**src/rtl/sdram_slot_arbiter.sv**
```systemverilog
// Slot arbiter for the shared 8-clock SDRAM port: generates slot phase/sync, holds off grants
// during SDRAM init and picks video, CPU or aux per slot, leaving idle slots for auto-refresh.
module sdram_slot_arbiter #(
    parameter int INIT_SLOTS  = 40,
    parameter int REFRESH_MAX = 8,
    parameter int AUX_MAX     = 4
) (
    input  logic        clk,
    input  logic        reset_n,
    output logic        mem_init,
    output logic        mem_sync,
    output logic [23:0] mem_addr,
    output logic [1:0]  mem_ds,
    output logic [15:0] mem_din,
    output logic        mem_oe,
    output logic        mem_we,
    input  logic [15:0] mem_dout,
    input  logic        vid_req,
    input  logic [23:0] vid_addr,
    output logic        vid_ack,
    output logic [15:0] vid_rdata,
    input  logic        cpu_req,
    input  logic        cpu_we,
    input  logic [1:0]  cpu_ds,
    input  logic [23:0] cpu_addr,
    input  logic [15:0] cpu_din,
    output logic        cpu_ack,
    output logic [15:0] cpu_rdata,
    input  logic        aux_req,
    input  logic        aux_we,
    input  logic [1:0]  aux_ds,
    input  logic [23:0] aux_addr,
    input  logic [15:0] aux_din,
    output logic        aux_ack,
    output logic [15:0] aux_rdata
);
    localparam int IW = $clog2(INIT_SLOTS + 1);
    localparam int BW = $clog2(REFRESH_MAX + 1);
    localparam int AW = $clog2(AUX_MAX + 1);

    typedef enum logic [1:0] {OWN_NONE, OWN_VID, OWN_CPU, OWN_AUX} owner_t;

    logic [2:0]    ph;
    logic [IW-1:0] init_cnt;
    logic [BW-1:0] busy_cnt, busy_nxt;
    logic [AW-1:0] aux_skip, skip_nxt;
    owner_t        owner, owner_nxt;
    logic          slot_end, vid_ok, cpu_ok, aux_ok;

    // The owner of the slot now running still has its req high; it must not be re-granted.
    always_comb begin
        slot_end  = (ph == 3'd7);
        vid_ok    = vid_req && (owner != OWN_VID);
        cpu_ok    = cpu_req && (owner != OWN_CPU);
        aux_ok    = aux_req && (owner != OWN_AUX);
        owner_nxt = OWN_NONE;
        if (!mem_init && (busy_cnt < BW'(REFRESH_MAX))) begin
            if (vid_ok)
                owner_nxt = OWN_VID;
            else if (aux_ok && (aux_skip >= AW'(AUX_MAX)))
                owner_nxt = OWN_AUX;
            else if (cpu_ok)
                owner_nxt = OWN_CPU;
            else if (aux_ok)
                owner_nxt = OWN_AUX;
        end
        busy_nxt = (owner_nxt == OWN_NONE) ? '0 : busy_cnt + 1'b1;
        if (mem_init || !aux_ok || (owner_nxt == OWN_AUX))
            skip_nxt = '0;
        else if (aux_skip < AW'(AUX_MAX))
            skip_nxt = aux_skip + 1'b1;
        else
            skip_nxt = aux_skip;
    end

    always_ff @(posedge clk or negedge reset_n) begin
        if (!reset_n) begin
            ph        <= '0;
            mem_sync  <= 1'b0;
            mem_init  <= 1'b1;
            init_cnt  <= '0;
            busy_cnt  <= '0;
            aux_skip  <= '0;
            owner     <= OWN_NONE;
            mem_oe    <= 1'b0;
            mem_we    <= 1'b0;
            mem_addr  <= '0;
            mem_ds    <= '0;
            mem_din   <= '0;
            vid_ack   <= 1'b0;
            cpu_ack   <= 1'b0;
            aux_ack   <= 1'b0;
            vid_rdata <= '0;
            cpu_rdata <= '0;
            aux_rdata <= '0;
        end else begin
            ph       <= ph + 3'd1;
            mem_sync <= (ph == 3'd7) || (ph < 3'd3);
            vid_ack  <= 1'b0;
            cpu_ack  <= 1'b0;
            aux_ack  <= 1'b0;
            if (slot_end) begin
                if (mem_init) begin
                    if (init_cnt == IW'(INIT_SLOTS - 1))
                        mem_init <= 1'b0;
                    init_cnt <= init_cnt + 1'b1;
                end
                case (owner)
                    OWN_VID: begin
                        vid_ack   <= 1'b1;
                        vid_rdata <= mem_dout;
                    end
                    OWN_CPU: begin
                        cpu_ack <= 1'b1;
                        if (mem_oe) cpu_rdata <= mem_dout;
                    end
                    OWN_AUX: begin
                        aux_ack <= 1'b1;
                        if (mem_oe) aux_rdata <= mem_dout;
                    end
                    default: ;
                endcase
                owner    <= owner_nxt;
                busy_cnt <= busy_nxt;
                aux_skip <= skip_nxt;
                // Idle slots and read slots drive zero on the fields they do not use.
                mem_oe   <= 1'b0;
                mem_we   <= 1'b0;
                mem_addr <= '0;
                mem_ds   <= '0;
                mem_din  <= '0;
                case (owner_nxt)
                    OWN_VID: begin
                        mem_oe   <= 1'b1;
                        mem_addr <= vid_addr;
                        mem_ds   <= 2'b11;
                    end
                    OWN_CPU: begin
                        mem_oe   <= !cpu_we;
                        mem_we   <= cpu_we;
                        mem_addr <= cpu_addr;
                        mem_ds   <= cpu_ds;
                        if (cpu_we) mem_din <= cpu_din;
                    end
                    OWN_AUX: begin
                        mem_oe   <= !aux_we;
                        mem_we   <= aux_we;
                        mem_addr <= aux_addr;
                        mem_ds   <= aux_ds;
                        if (aux_we) mem_din <= aux_din;
                    end
                    default: ;
                endcase
            end
        end
    end
endmodule

```
**config.mk**
```make
export PLATFORM = sky130hd
export DESIGN_NAME = sdram_slot_arbiter
export DESIGN_NICKNAME = d
export VERILOG_FILES = /design/src/rtl/sdram_slot_arbiter.sv
export SDC_FILE = /design/constraint.sdc
export NUM_CORES = 1
export LEC_CHECK = 0
export ABC_CLOCK_PERIOD_IN_PS = 4200
export CORE_UTILIZATION = 35
export CTS_CLUSTER_SIZE = 28
export DETAILED_ROUTE_END_ITERATION = 16
export PLACE_DENSITY_LB_ADDON = 0.15
export SETUP_SLACK_MARGIN = 0.3
export SYNTH_ARGS = -nofsm -noshare
export SYNTH_HDL_FRONTEND = slang
export SYNTH_SLANG_ARGS = --single-unit
```
**constraint.sdc**
```tcl
create_clock -name clk -period 4.2 [get_ports clk]
set_input_delay 0.63 -clock clk [delete_from_list [all_inputs] [get_ports clk]]
set_output_delay 0.63 -clock clk [all_outputs]
set_load 0.01 [all_outputs]
```
==> flow_summary.toml <==
[drt]
drc = 0
routed_wl_microns = 14500
antenna_left = 0
vias = 4274
drtIter0Drc = 246
drt-pass1-iter-count = 5
wl_per_cell_microns = 17.3
vias_per_cell = 5.12

[clock_network]
max-clock-path-buffers = 2
htreeDepth = 4
postCtsSetupBuffers = 0
root_buffer = "clkbuf_16"
cts_tree = "done"
clk_pin_slew_ns = 0.06
cts_resized = 0
cts_hold_buf = 0
clock_latency_ns = 0.40
clkSinkCount = 115
cts_made_buffers = 17

[setup_path]
critPathBufInv = 0
path_cells = "ha_1, ha_1, nor3b_2, and3_1, a22oi_1, o21ai_0"
cpMaxStageDelayCell = "and3_1"
critPathMaxFanout = 26
required_ns = 4.51
cpPeakStageDelay_ns = 0.93
critical_path_class = "flip-flop to flip-flop"
path_common_cell = "ha_1"
reg2reg_depth = 6
worst_setup_path_start_kind = "flip-flop"
crit_family = "simple AND/OR/NAND/NOR gates"
cp_data_arrival_time_ns = 3.19
worst_setup_path_end_kind = "flip-flop"
rr_startpoint = "ph[0]"
r2r_end = "mem_addr[22]"
timing.reg2reg.setup_slack_ns = 1.32

[placement]
gp_congestion = 0.818
dpl_cell_area_sq_um = 7540
io_buffers = 227
dp_hpwl_microns = 10400

[synth]
synth_warnings = 0
async_flop_share_pct = 100
synth_area_sq_um = 5150
synthMuxAreaShare_pct = 16.8
synth_top_family_by_area = "multiplexers"
syn-instance-count = 421
ys_types = 50
syn_nets = 557
yosys.area_share.simple_pct = 7.97
seq_area_frac_synth_pct = 55.9
synth_edf_count = 0
synthFlopType = "dfrtp_1"
synth_compound_area_share_pct = 12.7
synth-seq-cells = 115
avgSynthCellArea_sq_um = 12.2
synthAdderAreaFrac_pct = 1.22
synthXorXnorAreaFrac_pct = 0.851

[timing]
worst_pin_slew_ns = 1.22
fin_crit_sh_pct = 68.7
post-route-min-period_ns = 2.88
holdWs_ns = 0.273
fmax_mhz = 347
setup_violations = 0
tns_ns = 0
fin_skew_ns = 0.00850
hold_violations = 0
slew_headroom_pct = 18.5
drv_slew = 0
rsz0062_at_grt = "no"

[final_layout]
fin_area_sq_um = 8140
final_cell_mix = "226 x clkdlybuf4s50_1, 114 x dfrtp_1, 51 x mux2_2"
areaGrowthSynthToFinish_pct = 58.1
diodes = 0
layout-drive-gt1-share_pct = 14.8
final_nets = 778
final_common_cell = "clkdlybuf4s50_1"

[job]
drv_cap = 0

[floorplan]
die_h_microns = 123
core-area_sq_um = 14100
io_pins = 228
dieArea_sq_um = 15200
start_util_pct = 36.5
die_w_microns = 123
num_rows = 43

[global_routing]
antenna_found_initial = 0
grt_pass1_wl_microns = 22200
grt_pass1_vias = 4310
grt_max_degree = 62
grt_overflow_total = 0
track_usage_pct = 19.4

[power_and_ir_drop]
max-vdd-ir-drop_v = 0.000278
comb_power_share_pct = 24.8
power_leakage_uw = 0.00351
p_per_area_nw_per_um2 = 468
power_uw = 3810
power.switching_uw = 1040
clkPwrFrac_pct = 37.8
seq_power_share_pct = 37.4
cell_internal_pwr_uw = 2770
power.share.switching_pct = 27.3

[worst_hold_path]
hold_path.class = "primary input to async pin"

[outcome]
status = "finished, final reports clean"
synth_stat cells, types with 3 or more instances:
library cell  number  area (sq um)
dfrtp_1          114          2850
nor2_1             3          11.3
o21ai_0           23           115
nand2_1           25          93.8
clkbuf_1          13          48.8
buf_2             14          70.1
mux2i_1           29           290
xnor2_1            3          26.3
and3_1             3          18.8
mux2_2            51           574
o21ai_1            5          25.0
a22oi_1           24           180
o311ai_1           3          26.3
a21oi_1            6          30.0
nand4_1           19           119
nand2b_1           3          18.8
nand3_1            3          15.0
o311ai_0          13           114
ha_1               5          62.6
inv_1             22          82.6
nor2b_1            4          25.0
stage by stage:
step | utilization, % | worst slack [ns] | std cells
2_1_floorplan | - | 2.32 | 421
5_1_grt | 57.7 | 1.01 | 835
4_1_cts | 57.7 | 1.30 | 835
3_3_place_gp | 53.5 | 1.20 | 803
6_report | 57.7 | 1.32 | 835
3_5_place_dp | 53.5 | 1.05 | 803
how the worst max path moves through the flow:
| stage | cells past startpoint | start | end | slack [ns] |
|---|---|---|---|---|
| floorplan | 9 | ph[0] | mem_addr[1] | 2.32 |
| global placement | 6 | vid_req | mem_din[0] | 1.20 |
| detailed placement | 6 | vid_req | mem_din[0] | 1.05 |
| CTS | 6 | ph[0] | mem_addr[22] | 1.30 |
| global route | 6 | ph[0] | mem_addr[13] | 1.01 |
| finish | 6 | ph[0] | mem_addr[22] | 1.32 |
power by group through the flow:
stage | sequential, uW | clock, uW | combinational [uW]
final | 1420 | 1440 | 945
after global routing | 1450 | 1540 | 1020
after CTS | 1420 | 1480 | 956
after detailed placement | 1440 | 0 | 954
after global placement | 1430 | 0 | 940
after floorplan | 1500 | 0 | 326
state kept, by name, summed over array words and instances, names as in the netlist:
name       count
cpu_ack        1
mem_oe         1
busy_cnt       4
mem_we         1
vid_rdata     16
aux_skip       3
ph             3
init_cnt       6
cpu_rdata     16
aux_ack        1
owner          2
mem_init       1
mem_ds         2
mem_addr      24
mem_sync       1
aux_rdata     16
vid_ack        1
mem_din       16
per-layer routing:
| metal | vias up | routed length [microns] | global-route usage, % |
|---|---|---|---|
| met5 | - | 0 | 0 |
| met4 | 0 | 221 | 7.23 |
| met3 | 15 | 1040 | 6.27 |
| met2 | 196 | 6930 | 31.2 |
| met1 | 2063 | 6300 | 24.4 |
| li1 | 2000 | - | - |
worst reg2reg max path, stage by stage (launching register included):
cell and delay [ns]:
dfrtp_1 0.36, ha_1 0.18, ha_1 0.51, nor3b_2 0.51, and3_1 0.93, a22oi_1 0.15, o21ai_0 0.16
final cells by class:
class / instances / area, sq um
clock buffers: 17 / 425
clock inverters: 15 / 170
fillers: 1189 / 5960
inverters: 22 / 82.6
multi-input cells: 254 / 2040
flip-flops and latches: 115 / 2880
well taps: 180 / 225
repair buffers: 232 / 2320
kinds of logic after synthesis:
group	count (synthesis)
flops	115
compound gates	91
mux	80
simple gates	73
buf+inv	52
xor+xnor	5
fa+ha+maj	5
No activity file was read; power rests on OpenSTA's default activity.
